<file path="src/rtl/id_stage_pipe.sv">
// Instruction-decode stage: register file read with optional write-through
// bypass, opcode-driven immediate generation, load-use stall detection and a
// registered ID/EX entry behind a valid/ready handshake.
module id_stage_pipe #(
    parameter int unsigned XLEN    = 32,
    parameter int unsigned REG_NUM = 32,
    parameter bit          BYPASS  = 1'b1
) (
    input  logic            clk,
    input  logic            rst_n,
    input  logic            in_valid,
    output logic            in_ready,
    input  logic [31:0]     in_inst,
    input  logic [XLEN-1:0] in_pc,
    input  logic            wb_we,
    input  logic [4:0]      wb_rd,
    input  logic [XLEN-1:0] wb_data,
    input  logic            ex_load_valid,
    input  logic [4:0]      ex_load_rd,
    input  logic            flush,
    output logic            out_valid,
    input  logic            out_ready,
    output logic [XLEN-1:0] out_pc,
    output logic [XLEN-1:0] out_rs1_data,
    output logic [XLEN-1:0] out_rs2_data,
    output logic [XLEN-1:0] out_imm,
    output logic [4:0]      out_rs1,
    output logic [4:0]      out_rs2,
    output logic [4:0]      out_rd,
    output logic [6:0]      out_opcode,
    output logic [2:0]      out_funct3,
    output logic [6:0]      out_funct7,
    output logic            out_is_load,
    output logic            out_illegal
);

    localparam int unsigned IDX_W   = (REG_NUM > 1) ? $clog2(REG_NUM) : 1;
    localparam logic [5:0]  REG_LIM = 6'(REG_NUM);

    localparam logic [6:0] OP_LOAD   = 7'b0000011;
    localparam logic [6:0] OP_IMM    = 7'b0010011;
    localparam logic [6:0] OP_AUIPC  = 7'b0010111;
    localparam logic [6:0] OP_STORE  = 7'b0100011;
    localparam logic [6:0] OP_REG    = 7'b0110011;
    localparam logic [6:0] OP_LUI    = 7'b0110111;
    localparam logic [6:0] OP_BRANCH = 7'b1100011;
    localparam logic [6:0] OP_JALR   = 7'b1100111;
    localparam logic [6:0] OP_JAL    = 7'b1101111;
    localparam logic [6:0] OP_SYSTEM = 7'b1110011;

    logic [XLEN-1:0] rf [REG_NUM];

    logic [6:0]        opcode_c;
    logic [4:0]        rd_c;
    logic [2:0]        funct3_c;
    logic [4:0]        rs1_c;
    logic [4:0]        rs2_c;
    logic [6:0]        funct7_c;
    logic signed [31:0] imm32_c;
    logic [XLEN-1:0]   imm_c;
    logic              rs1_used_c;
    logic              rs2_used_c;
    logic              rd_used_c;
    logic              known_c;
    logic              illegal_c;
    logic              stall_c;
    logic [XLEN-1:0]   rs1_data_c;
    logic [XLEN-1:0]   rs2_data_c;

    function automatic logic idx_oob(input logic [4:0] idx);
        return {1'b0, idx} >= REG_LIM;
    endfunction

    // Architectural read: x0 and out-of-range indices read zero; optional same-cycle forwarding.
    function automatic logic [XLEN-1:0] rf_read(input logic [4:0] idx);
        logic [XLEN-1:0] val;
        val = '0;
        if (idx != 5'd0 && !idx_oob(idx)) begin
            if (BYPASS && wb_we && wb_rd == idx) begin
                val = wb_data;
            end else begin
                val = rf[idx[IDX_W-1:0]];
            end
        end
        return val;
    endfunction

    assign opcode_c = in_inst[6:0];
    assign rd_c     = in_inst[11:7];
    assign funct3_c = in_inst[14:12];
    assign rs1_c    = in_inst[19:15];
    assign rs2_c    = in_inst[24:20];
    assign funct7_c = in_inst[31:25];

    // Format classification, immediate assembly and operand-usage flags.
    always_comb begin
        imm32_c    = '0;
        rs1_used_c = 1'b0;
        rs2_used_c = 1'b0;
        rd_used_c  = 1'b0;
        known_c    = 1'b0;
        case (opcode_c)
            OP_IMM, OP_LOAD, OP_JALR, OP_SYSTEM: begin
                imm32_c    = {{20{in_inst[31]}}, in_inst[31:20]};
                rs1_used_c = 1'b1;
                rd_used_c  = 1'b1;
                known_c    = 1'b1;
            end
            OP_STORE: begin
                imm32_c    = {{20{in_inst[31]}}, in_inst[31:25], in_inst[11:7]};
                rs1_used_c = 1'b1;
                rs2_used_c = 1'b1;
                known_c    = 1'b1;
            end
            OP_BRANCH: begin
                imm32_c    = {{19{in_inst[31]}}, in_inst[31], in_inst[7],
                              in_inst[30:25], in_inst[11:8], 1'b0};
                rs1_used_c = 1'b1;
                rs2_used_c = 1'b1;
                known_c    = 1'b1;
            end
            OP_LUI, OP_AUIPC: begin
                imm32_c   = {in_inst[31:12], 12'b0};
                rd_used_c = 1'b1;
                known_c   = 1'b1;
            end
            OP_JAL: begin
                imm32_c   = {{11{in_inst[31]}}, in_inst[31], in_inst[19:12],
                             in_inst[20], in_inst[30:21], 1'b0};
                rd_used_c = 1'b1;
                known_c   = 1'b1;
            end
            OP_REG: begin
                rs1_used_c = 1'b1;
                rs2_used_c = 1'b1;
                rd_used_c  = 1'b1;
                known_c    = 1'b1;
            end
            default: begin
                known_c = 1'b0;
            end
        endcase
    end

    assign imm_c     = XLEN'(imm32_c);
    assign illegal_c = ~known_c
                     | (rs1_used_c & idx_oob(rs1_c))
                     | (rs2_used_c & idx_oob(rs2_c))
                     | (rd_used_c  & idx_oob(rd_c));

    assign stall_c = ex_load_valid & (ex_load_rd != 5'd0)
                   & ((rs1_used_c & (rs1_c == ex_load_rd))
                    | (rs2_used_c & (rs2_c == ex_load_rd)));

    assign in_ready = ~flush & ~stall_c & (~out_valid | out_ready);

    assign rs1_data_c = rf_read(rs1_c);
    assign rs2_data_c = rf_read(rs2_c);

    // Register file write port; x0 and out-of-range destinations are dropped.
    always_ff @(posedge clk or negedge rst_n) begin
        if (!rst_n) begin
            for (int i = 0; i < int'(REG_NUM); i++) begin
                rf[i] <= '0;
            end
        end else if (wb_we && wb_rd != 5'd0 && !idx_oob(wb_rd)) begin
            rf[wb_rd[IDX_W-1:0]] <= wb_data;
        end
    end

    // ID/EX entry: flush, then load, then drain, otherwise hold with operand refresh.
    always_ff @(posedge clk or negedge rst_n) begin
        if (!rst_n) begin
            out_valid    <= 1'b0;
            out_pc       <= '0;
            out_rs1_data <= '0;
            out_rs2_data <= '0;
            out_imm      <= '0;
            out_rs1      <= '0;
            out_rs2      <= '0;
            out_rd       <= '0;
            out_opcode   <= '0;
            out_funct3   <= '0;
            out_funct7   <= '0;
            out_is_load  <= 1'b0;
            out_illegal  <= 1'b0;
        end else if (flush) begin
            out_valid <= 1'b0;
        end else if (in_valid && in_ready) begin
            out_valid    <= 1'b1;
            out_pc       <= in_pc;
            out_rs1_data <= rs1_data_c;
            out_rs2_data <= rs2_data_c;
            out_imm      <= imm_c;
            out_rs1      <= rs1_c;
            out_rs2      <= rs2_c;
            out_rd       <= rd_c;
            out_opcode   <= opcode_c;
            out_funct3   <= funct3_c;
            out_funct7   <= funct7_c;
            out_is_load  <= (opcode_c == OP_LOAD);
            out_illegal  <= illegal_c;
        end else if (out_ready && out_valid) begin
            out_valid <= 1'b0;
        end else if (out_valid) begin
            if (wb_we && wb_rd != 5'd0 && wb_rd == out_rs1) begin
                out_rs1_data <= wb_data;
            end
            if (wb_we && wb_rd != 5'd0 && wb_rd == out_rs2) begin
                out_rs2_data <= wb_data;
            end
        end
    end

endmodule

</file>
<file path="config.mk">
export PLATFORM = sky130hd
export DESIGN_NAME = id_stage_pipe
export DESIGN_NICKNAME = d
export VERILOG_FILES = /design/src/rtl/id_stage_pipe.sv
export SDC_FILE = /design/constraint.sdc
export NUM_CORES = 2
export LEC_CHECK = 0
export BUFFER_PORTS_ARGS = -buffer_cell sky130_fd_sc_hd__buf_2
export CAP_MARGIN = 20
export CORE_AREA = 2 2 355 357
export DETAILED_ROUTE_END_ITERATION = 10
export DIE_AREA = 0 0 357 359
export PLACE_DENSITY = 0.76
export SLEW_MARGIN = 20
export SYNTH_ARGS = -nofsm -noshare
export SYNTH_HDL_FRONTEND = slang
export SYNTH_SLANG_ARGS = --single-unit
</file>
<file path="constraint.sdc">
create_clock -name clk -period 2.5 [get_ports clk]
set_input_delay 0.375 -clock clk [delete_from_list [all_inputs] [get_ports clk]]
set_output_delay 0.375 -clock clk [all_outputs]
set_load 0.02 [all_outputs]
</file>
* Yosys cells after proc, flatten, opt, wreduce, memory -nomap -nowiden
Cells that the tools add are included.
Operators by class: order comparisons 4, equality and inequality tests 17, mux-type cells 28, bitwise logic cells 15, reductions and logical operators 24
Operators with widths (count):
- $bwmux 1024 | 1
- $mux 32 | 17
- $bmux 32 s5 | 2
- $demux 32 s5 | 1
- $pmux 32 s5 | 1
- $eq 5x5->1 | 6
- $eq 7x7->1 const B | 4
- $eq 7x6->1 const B | 3
- $reduce_bool 5->1 | 4
- $ge 6x6->1 const B | 3
- $not 5->6 | 3
- $eq 7x5->1 const B | 2
- $reduce_or 10->1 | 1
- $logic_and 1x1->1 | 8
- $reduce_and 4->1 | 2
- $eq 7x2->1 const B | 1
- $reduce_or 7->1 | 1
- $and 1x1->1 | 6
- $lt 6x1->1 const B | 1
- $mux 1 | 6
- $reduce_bool 2->1 | 3
- $not 1->1 | 4
- $reduce_or 4->1 | 1
- $reduce_bool 3->1 | 1
- other kinds (5) | 6
Storage, ports and cells: bits in registers 1187, logic and storage cells 133

* Longest topological paths before layout
depth in word-level cells 12, depth in mapped cells 12, depth with buffers taken out 7

* Least setup slack after synthesis
Ideal clock, no wire load.
path type input port to flip-flop, from input in_inst[16], to register out_rs1_data[16], arrival 2.258 ns, required time 2.375 ns, slack 0.118 ns, stages on the path 9, path through buf_2 clkbuf_1 clkbuf_1 mux4_2 a221oi_1 nand3_1 nand3_1 nand2_1 mux2_2
On the way: cells in the longest elaborated chain, start to end 10, elaborated cells on any way between the ends 22, classes of those cells eq/ne (3); mux (6); bitwise (7); reduce/logical (6)
Ends and longest elaborated chain:
- start: declaration | line 13 | input logic [31:0] in_inst,
- $eq 5x5->1 | line 152 | & ((rs1_used_c & (rs1_c == ex_load_rd))
- $and 1x1->1 | line 152
- $or 1x1->1 | line 153 | | (rs2_used_c & (rs2_c == ex_load_rd)));
- $and 1x1->1 | line 152
- $not 1->1 | line 155 | assign in_ready = ~flush & ~stall_c & (~out_valid | out_ready);
- $and 1x1->1 (2 in series) | line 155
- $logic_and 1x1->1 | line 189 | end else if (in_valid && in_ready) begin
- $ne 2x2->1 (no source line) or $reduce_bool 2->1 (tied branches)
- $reduce_and 4->1 (no source line)
- end signal: assignment | line 192 | out_rs1_data <= rs1_data_c;
- end signal: assignment | line 207 | out_rs1_data <= wb_data;
- end: declaration | line 24 | output logic [XLEN-1:0] out_rs1_data,
Parallel ways exist; a longest one is shown, timed or not. The select of a mux whose other input is x is not followed. A chain may end at the register's enable or synchronous reset.

* Worst setup path in the final report
from register rf[654] (netlist name), to register out_rs1_data[14]
On the way: cells in the longest elaborated chain, start to end 6
Ends and longest elaborated chain:
- start: declaration | line 51 | logic [XLEN-1:0] rf [REG_NUM];
- start signal: indexed assignment | line 167 | rf[wb_rd[IDX_W-1:0]] <= wb_data;
- $bmux 32 s5 | line 82 | val = rf[idx[IDX_W-1:0]];
- $mux 32 (implied by the code) (2 in series) | line 82
- $mux 32 | line 79 | if (BYPASS && wb_we && wb_rd == idx) begin
- $mux 32 | line 78 | if (idx != 5'd0 && !idx_oob(idx)) begin
- $mux 32 | line 189
No other way between the ends. The select of a mux whose other input is x is not followed.

==> flow_metrics.py <==
metrics = {
    "run_status": {
        "status": "finished clean",
    },
    "global_routing": {
        "grt_pass1_wl_mm": 306,
        "grt_max_degree": 97,
        "track_usage_pct": 32.0,
        "top_usage_layer": "met2",
        "grt_util_met2_pct": 47.7,
        "met3_usage_pct": 9.38,
        "use_met1_pct": 42.4,
        "antenna_found_initial": 17,
        "overflow": 0,
        "grt_pass1_vias": 45821,
    },
    "timing": {
        "relSlewSlack_pct": 32.6,
        "hold_slack_ns": 0.0412,
        "finalClockSkew_ns": 0.0304,
        "setup_viol": 0,
        "max_freq_ghz": 0.439,
        "report.final.slew_viol_count": 0,
        "setup_tns_ns": 0,
        "period_minus_slack_ns": 2.28,
        "rsz0062_at_grt": "no",
        "tightest_slew_ns": 1.01,
        "final_hold_viol_count": 0,
        "period_share_pct": 91.1,
    },
    "floorplanning": {
        "die_h_um": 359,
        "initial_utilization_pct": 49.7,
        "io_pins": 277,
        "core.rowCount": 130,
        "core_area_sq_mm": 0.125,
        "dieArea_sq_mm": 0.128,
        "die_w_um": 357,
    },
    "job": {
        "cap_violations": 0,
    },
    "power_and_ir_drop": {
        "p_leak_nw": 32.8,
        "power.density_mw_per_mm2": 781,
        "vdd_drop_max_mv": 0.698,
    },
    "worst_setup_path": {
        "timing_worst_setup_path_type": "reg2reg",
        "cp_data_required_time_ns": 3.13,
        "start_kind": "flip-flop",
        "crit_path_max_fanout": 3,
        "critPathCaptureType": "flip-flop",
        "ff2ff_path_depth": 7,
        "cp.arrival_ns": 2.91,
    },
    "placement": {
        "dpl_cell_area_sq_mm": 0.0677,
        "dp_cells": 6436,
        "gp_congestion": 0.905,
        "hpwl_mm": 127,
        "io_buffers": 276,
    },
    "final_layout": {
        "final_cell_mix": "dfrtp_1 (1187), mux2_2 (965), nand2_1 (408)",
        "final_common_cell": "dfrtp_1",
        "multiInputGateArea_sq_mm": 0.0302,
        "syn2layout_area_growth_pct": 17.2,
        "final_nets": 5072,
        "drive_above_1_share_pct": 44.2,
        "fin_cells": 6719,
        "nFillCells": 9479,
        "fin_util_pct": 58.2,
        "regArea_sq_mm": 0.0297,
        "design_area_sq_mm": 0.0725,
    },
    "cts": {
        "numCtsBuffers": 119,
        "clkSlewWorstSetupHoldPaths_ns": 0.06,
        "clkLatencyLatePin_ns": 0.75,
        "cts_setup_buffers": 0,
        "cts.sinks": 1187,
        "htree_num_levels": 3,
        "cts-resized-gates": 0,
        "tritoncts": "built",
        "clock_path_buffers": 3,
        "cts_root_buffer": "clkbuf_16",
    },
    "logic_synthesis": {
        "synth_top_area_cell": "dfrtp_1",
        "synth_top_area_share_pct": 48.0,
        "syn_area_sq_mm": 0.0619,
        "syn-num-nets": 4749,
        "ys_seq_elements": 1187,
        "synth.distinct_cells": 55,
        "seq_area_frac_synth_pct": 48.0,
        "yosysWarnings": 0,
        "synthCells": 4636,
        "yosys-top-cells-area": "dfrtp_1 (48%), mux2_2 (18%), mux4_2 (13%), mux2i_1 (6.2%), nand2_1 (2.6%)",
        "syn_area_per_cell_sq_um": 13.3,
        "synth_edf_count": 0,
        "async_flop_share_pct": 100,
        "synth_ff_type": "dfrtp_1",
    },
    "detailed_routing": {
        "wl_per_cell_um": 30.9,
        "avgViaCountPerCell": 6.76,
        "first_pass_iters": 6,
        "drcViolationCount": 0,
        "num_vias": 45430,
        "drt_iter0_markers": 5915,
        "ant_nets": 0,
        "routed_wl_mm": 208,
    },
    "worst_hold_path": {
        "hp-class": "in2reg",
        "holdPathStages": 3,
    },
}
[Yosys cell counts, drive strengths merged, types with 35 or more instances]
| master | number |
|---|---|
| a211oi | 41 |
| a21oi | 37 |
| a221oi | 124 |
| a22o | 44 |
| a22oi | 88 |
| buf | 182 |
| clkbuf | 309 |
| dfrtp | 1187 |
| mux2 | 965 |
| mux2i | 385 |
| mux4 | 362 |
| nand2 | 425 |
| nand3 | 83 |
| nor2 | 49 |
| nor2b | 35 |
| o21ai | 127 |
[metrics by stage]
| step | setup slack [ns] | total power [mW] |
|---|---|---|
| after CTS | 0.207 | 56.5 |
| after global placement | -0.222 | 36.6 |
| after detailed placement | -0.198 | 37.2 |
| after global routing | 0.107 | 58.7 |
| after floorplan | 0.118 | 32.9 |
| final | 0.222 | 56.6 |
[worst max-delay path: stages (launching register included)]
cell	delay, ns
dfrtp_1	0.40
mux4_2	0.49
a22o_1	0.25
a221oi_1	0.30
nand3_1	0.22
nand3_1	0.13
o21ai_1	0.07
mux2_2	0.28
[layout make-up]
class	instances	area share (%)
diodes	8	0.0276
clock buffers	170	4.80
clock inverters	53	1.04
inverters	9	0.0466
multi-input cells	2949	41.6
flip-flops and latches	1187	41.0
well taps	1650	2.85
repair buffers	693	8.63
[logic make-up (layout without fill, tap and decap cells)]
kind of cell           after synthesis  in the layout  share of synthesized area, %
flip-flops                        1187           1187                          48.0
XOR/XNOR                            30             30                         0.425
multiplexers                      1712           1712                          37.0
other                                0              8                             0
AO/OA/AOI/OAI                      523            523                          6.04
AND/OR/NAND/NOR                    684            684                          4.88
buffers and inverters              500            925                          3.67
[state kept, by name, summed over array words and instances (netlist names)]
signal	cells
out_illegal	1
out_funct7	7
out_valid	1
out_rs1_data	32
out_funct3	3
out_rs1	5
rf	1024
out_imm	32
out_rs2_data	32
out_is_load	1
out_pc	32
out_opcode	7
out_rd	5
out_rs2	5
[worst paths after layout]
check	end	startpoint	slack [ns]
worst max-delay path	out_rs1_data[14]	rf[654]	0.22
worst min-delay path	out_imm[19]	in_inst[19]	0.04
worst max register to register	out_rs1_data[14]	rf[654]	0.22
worst min register to register	rf[1000]	rf[1000]	0.40
max in group asynchronous	rf[19]	rst_n	1.31
min in group asynchronous	out_imm[7]	rst_n	0.19
[timing repair]
action / CTS / global route
setup endpoints to repair: 0 / 0
hold buffers: 52 / 0
hold endpoints to repair: 184 / 0
[metal layers]
metal	share of wire, %	wire (um)
met5	0.043	89
met4	5.8	12000
met3	12	25200
met2	45	92600
met1	37	77700
[power breakdown]
part	total (mW)	internal [mW]	switching (mW)	leakage [nW]
clock	19.3	11.3	7.98	2.07
sequential	25.6	22.8	2.84	15.2
combinational	11.7	6.40	5.30	15.5
No activity file was read; power rests on OpenSTA's default activity.
